$ cat src/rtl/mem_stage_ctrl.sv
// Purpose: MEM-stage controller; maps loads/stores onto a req/ack word bus and registers MEM/WB.
// Latency: 1 cycle for non-memory ops, ack latency + 2 cycles for loads/stores (3 minimum).
// Backpressure: freeze holds the upstream pipeline from access detect until the bus ack or timeout.
//
// Ports: clk/rstn (sync, active-low); EX/MEM inputs wb_en_in, mem_r_en_in, mem_w_en_in,
// alu_res_in, st_val_in, dest_in; bus side bus_req/bus_we/bus_addr/bus_wdata out and
// bus_ack/bus_rdata in; MEM/WB outputs wb_en_out, mem_r_en_out, alu_res_out, mem_data_out,
// dest_out; freeze to the upstream stages; mem_err one-cycle error pulse.
module mem_stage_ctrl #(
    parameter int WORD_LEN          = 32,
    parameter int REG_FILE_ADDR_LEN = 5,
    parameter int BUS_ADDR_LEN      = 8,
    parameter int DATA_BASE         = 1024,
    parameter int TIMEOUT_CYC       = 16
) (
    input  logic                         clk,
    input  logic                         rstn,
    input  logic                         wb_en_in,
    input  logic                         mem_r_en_in,
    input  logic                         mem_w_en_in,
    input  logic [WORD_LEN-1:0]          alu_res_in,
    input  logic [WORD_LEN-1:0]          st_val_in,
    input  logic [REG_FILE_ADDR_LEN-1:0] dest_in,
    output logic                         freeze,
    output logic                         bus_req,
    output logic                         bus_we,
    output logic [BUS_ADDR_LEN-1:0]      bus_addr,
    output logic [WORD_LEN-1:0]          bus_wdata,
    input  logic                         bus_ack,
    input  logic [WORD_LEN-1:0]          bus_rdata,
    output logic                         wb_en_out,
    output logic                         mem_r_en_out,
    output logic [WORD_LEN-1:0]          alu_res_out,
    output logic [WORD_LEN-1:0]          mem_data_out,
    output logic [REG_FILE_ADDR_LEN-1:0] dest_out,
    output logic                         mem_err
);

    localparam int CNT_W = $clog2(TIMEOUT_CYC + 1);
    localparam logic [WORD_LEN-1:0] BASE_W = WORD_LEN'(DATA_BASE);

    typedef enum logic [1:0] {
        ST_IDLE = 2'd0,
        ST_REQ  = 2'd1,
        ST_DONE = 2'd2
    } state_t;

    state_t state, state_nxt;

    logic [CNT_W-1:0]             cnt;
    logic                         access;
    logic                         addr_ok;
    logic                         timeout_hit;
    logic [WORD_LEN-1:0]          offs;

    // Transaction latches, captured on the detect cycle
    logic [BUS_ADDR_LEN-1:0]      lat_idx;
    logic [WORD_LEN-1:0]          lat_wdata;
    logic                         lat_we;
    logic                         lat_wb_en;
    logic                         lat_r_en;
    logic [REG_FILE_ADDR_LEN-1:0] lat_dest;
    logic [WORD_LEN-1:0]          lat_alu;
    logic [WORD_LEN-1:0]          lat_data;
    logic                         lat_err;

    assign access = mem_r_en_in | mem_w_en_in;
    assign offs   = alu_res_in - BASE_W;

    // Word index fits the bus only if every offset bit above the index field is zero;
    // the >= test keeps a wrapped (negative) offset from looking in range.
    assign addr_ok = (alu_res_in[1:0] == 2'b00)
                   && (alu_res_in >= BASE_W)
                   && (offs[WORD_LEN-1:BUS_ADDR_LEN+2] == '0)
                   && !(mem_r_en_in && mem_w_en_in);

    // cnt holds REQ cycles already spent, so this is the TIMEOUT_CYC-th REQ cycle
    assign timeout_hit = (cnt == CNT_W'(TIMEOUT_CYC - 1));

    assign bus_addr  = lat_idx;
    assign bus_we    = lat_we;
    assign bus_wdata = lat_wdata;

    // State register
    always_ff @(posedge clk) begin
        if (!rstn) begin
            state <= ST_IDLE;
        end else begin
            state <= state_nxt;
        end
    end

    // Next-state logic
    always_comb begin
        state_nxt = state;
        case (state)
            ST_IDLE: if (access && addr_ok) state_nxt = ST_REQ;
            ST_REQ:  if (bus_ack || timeout_hit) state_nxt = ST_DONE;
            ST_DONE: state_nxt = ST_IDLE;
            default: state_nxt = ST_IDLE;
        endcase
    end

    // Outputs decoded from state; DONE releases freeze while the stale instruction is still presented
    always_comb begin
        freeze  = 1'b0;
        bus_req = 1'b0;
        case (state)
            ST_IDLE: freeze = access && addr_ok;
            ST_REQ: begin
                freeze  = 1'b1;
                bus_req = 1'b1;
            end
            default: begin
                freeze  = 1'b0;
                bus_req = 1'b0;
            end
        endcase
    end

    // Datapath: transaction latches, timeout counter and MEM/WB register
    always_ff @(posedge clk) begin
        if (!rstn) begin
            cnt          <= '0;
            lat_idx      <= '0;
            lat_wdata    <= '0;
            lat_we       <= 1'b0;
            lat_wb_en    <= 1'b0;
            lat_r_en     <= 1'b0;
            lat_dest     <= '0;
            lat_alu      <= '0;
            lat_data     <= '0;
            lat_err      <= 1'b0;
            wb_en_out    <= 1'b0;
            mem_r_en_out <= 1'b0;
            alu_res_out  <= '0;
            mem_data_out <= '0;
            dest_out     <= '0;
            mem_err      <= 1'b0;
        end else begin
            mem_err <= 1'b0;
            case (state)
                ST_IDLE: begin
                    alu_res_out  <= alu_res_in;
                    dest_out     <= dest_in;
                    mem_r_en_out <= 1'b0;
                    if (access) begin
                        // Bubble into MEM/WB for both the error and the bus path
                        wb_en_out <= 1'b0;
                        mem_err   <= !addr_ok;
                        if (addr_ok) begin
                            lat_idx   <= offs[BUS_ADDR_LEN+1:2];
                            lat_wdata <= st_val_in;
                            lat_we    <= mem_w_en_in;
                            lat_wb_en <= wb_en_in;
                            lat_r_en  <= mem_r_en_in;
                            lat_dest  <= dest_in;
                            lat_alu   <= alu_res_in;
                            lat_err   <= 1'b0;
                            cnt       <= '0;
                        end
                    end else begin
                        wb_en_out <= wb_en_in;
                    end
                end
                ST_REQ: begin
                    // Ack has priority over a coincident timeout
                    if (bus_ack) begin
                        if (lat_r_en) lat_data <= bus_rdata;
                    end else if (timeout_hit) begin
                        lat_err  <= 1'b1;
                        lat_data <= '0;
                    end else begin
                        cnt <= cnt + 1'b1;
                    end
                end
                ST_DONE: begin
                    cnt          <= '0;
                    alu_res_out  <= lat_alu;
                    dest_out     <= lat_dest;
                    mem_data_out <= lat_data;
                    wb_en_out    <= lat_wb_en && !lat_err;
                    mem_r_en_out <= lat_r_en && !lat_err;
                    mem_err      <= lat_err;
                end
                default: ;
            endcase
        end
    end

endmodule

$ cat config.mk
export PLATFORM = sky130hd
export DESIGN_NAME = mem_stage_ctrl
export DESIGN_NICKNAME = d
export VERILOG_FILES = /design/src/rtl/mem_stage_ctrl.sv
export SDC_FILE = /design/constraint.sdc
export NUM_CORES = 1
export LEC_CHECK = 0
export CORE_ASPECT_RATIO = 1.4
export CORE_UTILIZATION = 40
export CTS_CLUSTER_DIAMETER = 150
export DETAILED_ROUTE_END_ITERATION = 10
export GPL_ROUTABILITY_DRIVEN = 0
export PLACE_DENSITY = 0.75
export SLEW_MARGIN = 20
export SYNTH_ARGS = -nofsm -noshare
export SYNTH_HDL_FRONTEND = slang
export SYNTH_SLANG_ARGS = --single-unit
$ cat constraint.sdc
create_clock -name clk -period 2.35 [get_ports clk]
set_clock_uncertainty 0.1 [all_clocks]
set_input_delay 0.235 -clock clk [delete_from_list [all_inputs] [get_ports clk]]
set_output_delay 0.235 -clock clk [all_outputs]
set_load 0.01 [all_outputs]
==> results.cfg <==
[sta]
slew_viol_final = 0
rsz0062_at_grt = yes
worst_pin_slew_ns = 0.497
hold_viol_final = 0
fmax_mhz = 378
fin_crit_sh_pct = 113
setup_viol = 72
post-route-min-period_ns = 2.65
setup_slack_ns = -0.298
slew_headroom_pct = 66.9

[place]
place_ws_ns = -1.14
port_buffers = 221
place_inst = 1303
dpl.hpwl_microns = 14200

[worst_setup_path]
critPathMaxFanout = 3
critPathArrivalTime_ns = 2.31
worstSetupStartpoint = alu_res_in[14]
r2r-end = lat_data[26]
critical_path_required_ns = 2.02
ff2ff_setup_slack_ns = 0.18
cp-endpoint = freeze
cp-start-kind = primary input
crit_path_end_kind = output port
rr_startpoint = cnt[0]
r2r_cells = 9
criticalPathCategory = primary input to output port

[cts]
cts_tree = yes
clock_latency_ns = 0.42
clkTransAtPathRegs_ns = 0.07
cts.path.max_buffers = 2
cts_root_buf = clkbuf_16
cts_num_sinks = 184
cts_made_buffers = 17
htree_levels = 4

[run_status]
violations = negative setup slack
outcome = finished, violations left

[logic_synthesis]
synth_seq_area_share_pct = 50.9
async_flop_share_pct = 0
syn_area_sq_um = 7240
postSynthCellCount = 879
yosysTopAreaCell = dfxtp_1
synth_compound_area_share_pct = 16.7
yosys_warnings = 0
synth_xor_area_share_pct = 0.242
ys_types = 45
ys_top_cells_by_area = dfxtp_1 51%, a21oi_1 11%, nand3_1 5.7%
synth_top_area_share_pct = 50.9
synthTopCellsByCount = 184 x dfxtp_1, 155 x a21oi_1, 110 x nand2_1, 90 x nor2_1, 83 x nand3_1
synthesis.nets = 988
ys_ff_latch = 184
synthAdderAreaFrac_pct = 0.346
synthMuxAreaShare_pct = 5.11
syn_avg_cell_area_sq_um = 8.24
synth_edf_count = 0
synth_simple_gate_area_share_pct = 21.2
synth_most_common_cell = dfxtp_1
synth_top_family_by_area = simple AND/OR/NAND/NOR gates
synth_ff_type = dfxtp_1

[floorplan]
core_area_sq_um = 17500
fp.dieArea_sq_um = 18700
start_util_pct = 41.3
io_pins = 222
fp.dieW_microns = 116
die_h_microns = 161
rows = 57

[detailed_routing]
remaining_drc_errors = 0
wirelength_microns = 23200
drtIter0Drc = 403
ant_nets = 0
wl_per_cell_microns = 17.2
drtPass1Iterations = 4
via_per_inst = 5.31
vias = 7192

[layout]
area_growth_pct = 58.6
fin_nets = 1214
postLayoutCoreUtil_pct = 65.5
diodes = 0
drive_gt1_share_pct = 19.9
fin_cells = 1354

[hold_path]
worstHoldPathType = primary input to register

[job]
drv_cap = 0

[global_route]
grt_max_degree = 50
grt_pass1_vias = 6679
grt_pass1_wl_microns = 33700
grt-ovfl-total = 0
antenna_found_initial = 0
grt_use_total_pct = 23.1

[pwr]
peakVddDrop_mv = 0.361
p_per_area_nw_per_um2 = 589
p_leak_nw = 3.92
sequential cells by signal (all words and copies together), names as in the netlist, 2 cells and up:
signal and flops:
alu_res_out 32, bus_addr 7, bus_wdata 32, cnt 5, dest_out 5, lat_alu 25
lat_data 32, lat_dest 5, mem_data_out 32, state 2
per-stage QoR:
step | cell area (sq um) | TNS (ns) | power, mW | hold slack [ns]
floorplan | 7330 | -7.62 | 3.41 | 0.278
global placement | 9940 | -76.05 | 3.76 | 0.336
detailed placement | 9940 | -78.84 | 3.77 | 0.342
CTS | 10600 | -8.70 | 6.78 | 0.0849
global route | 11500 | -12.14 | 7.01 | 0.126
finish | 11500 | -9.42 | 6.76 | 0.0703
critical path, stage by stage:
cell      delay [ns]
buf_6           0.09
or4_4           0.56
o31a_1          0.31
o31a_1          0.33
or3_4           0.38
nand2b_4        0.16
a21oi_4         0.12
buf_6           0.12
where the power goes:
part,leakage (nW),internal (mW),switching (mW),total [mW]
Clock,0.303,1.79,1.23,3.02
Combinational,2.12,0.307,0.257,0.564
Sequential,1.49,3.15,0.0185,3.17
Total,3.92,5.25,1.51,6.76
layout make-up:
class / count / area, sq um
multi-input cells: 605 / 3790
fillers: 1465 / 6060
clock inverters: 14 / 196
inverters: 5 / 21.3
flip-flops and latches: 184 / 3690
well taps: 236 / 295
repair buffers: 292 / 3070
clock buffers: 18 / 429
cell families (layout without fill, tap and decap cells):
group	count (synthesis)	after routing
simple gates	338	338
compound gates	226	226
flops	184	184
buf+inv	90	329
mux	37	37
fa+ha+maj	2	2
xor+xnor	2	2
placed cells by master, fill, tap and decap left out, drive strengths merged, types with 4 or more instances in the layout:
| master | Yosys | layout |
|---|---|---|
| clkdlybuf4s50 | 0 | 206 |
| dfxtp | 184 | 184 |
| a21oi | 155 | 155 |
| nand2 | 110 | 110 |
| nor2 | 90 | 90 |
| nand3 | 83 | 83 |
| buf | 24 | 69 |
| o21ai | 50 | 50 |
| mux2i | 37 | 37 |
| clkbuf | 61 | 28 |
| and3 | 24 | 24 |
| inv | 4 | 8 |
| nor3 | 6 | 6 |
| nand4 | 6 | 6 |
| o31ai | 5 | 5 |
| clkinv | 1 | 5 |
| or4 | 4 | 4 |
| o211ai | 4 | 4 |
| bufinv | 0 | 4 |
| nor4 | 4 | 4 |
routing by layer:
layer / routed length (microns) / GRT usage [%] / share of wire (%) / up-vias
li1: - / - / - / 3492
met1: 8790 / 26.0 / 38 / 3401
met2: 12000 / 40.3 / 52 / 236
met3: 1380 / 5.59 / 5.9 / 63
met4: 1050 / 11.2 / 4.5 / 0
met5: 0 / 0 / 0 / -
repair_timing:
item | 4_1_cts | 5_1_grt
setup buffers | 1 | 7
endpoints found under the setup margin | 81 | 76
hold buffers | 0 | 0
resized for setup | 44 | 150
pin swaps | 10 | 71
gates cloned | 1 | 10
worst min-delay path by stage:
| stage | startpoint | endpoint | slack [ns] | cells after the start |
|---|---|---|---|---|
| floorplan | alu_res_in[2] | bus_addr[0] | 0.28 | 2 |
| global placement | lat_data[19] | mem_data_out[19] | 0.34 | 2 |
| detailed placement | lat_data[26] | mem_data_out[26] | 0.34 | 2 |
| CTS | alu_res_in[18] | alu_res_out[18] | 0.08 | 5 |
| global route | alu_res_in[18] | alu_res_out[18] | 0.13 | 5 |
| finish | alu_res_in[18] | alu_res_out[18] | 0.07 | 5 |
No activity file was read; power rests on OpenSTA's default activity.
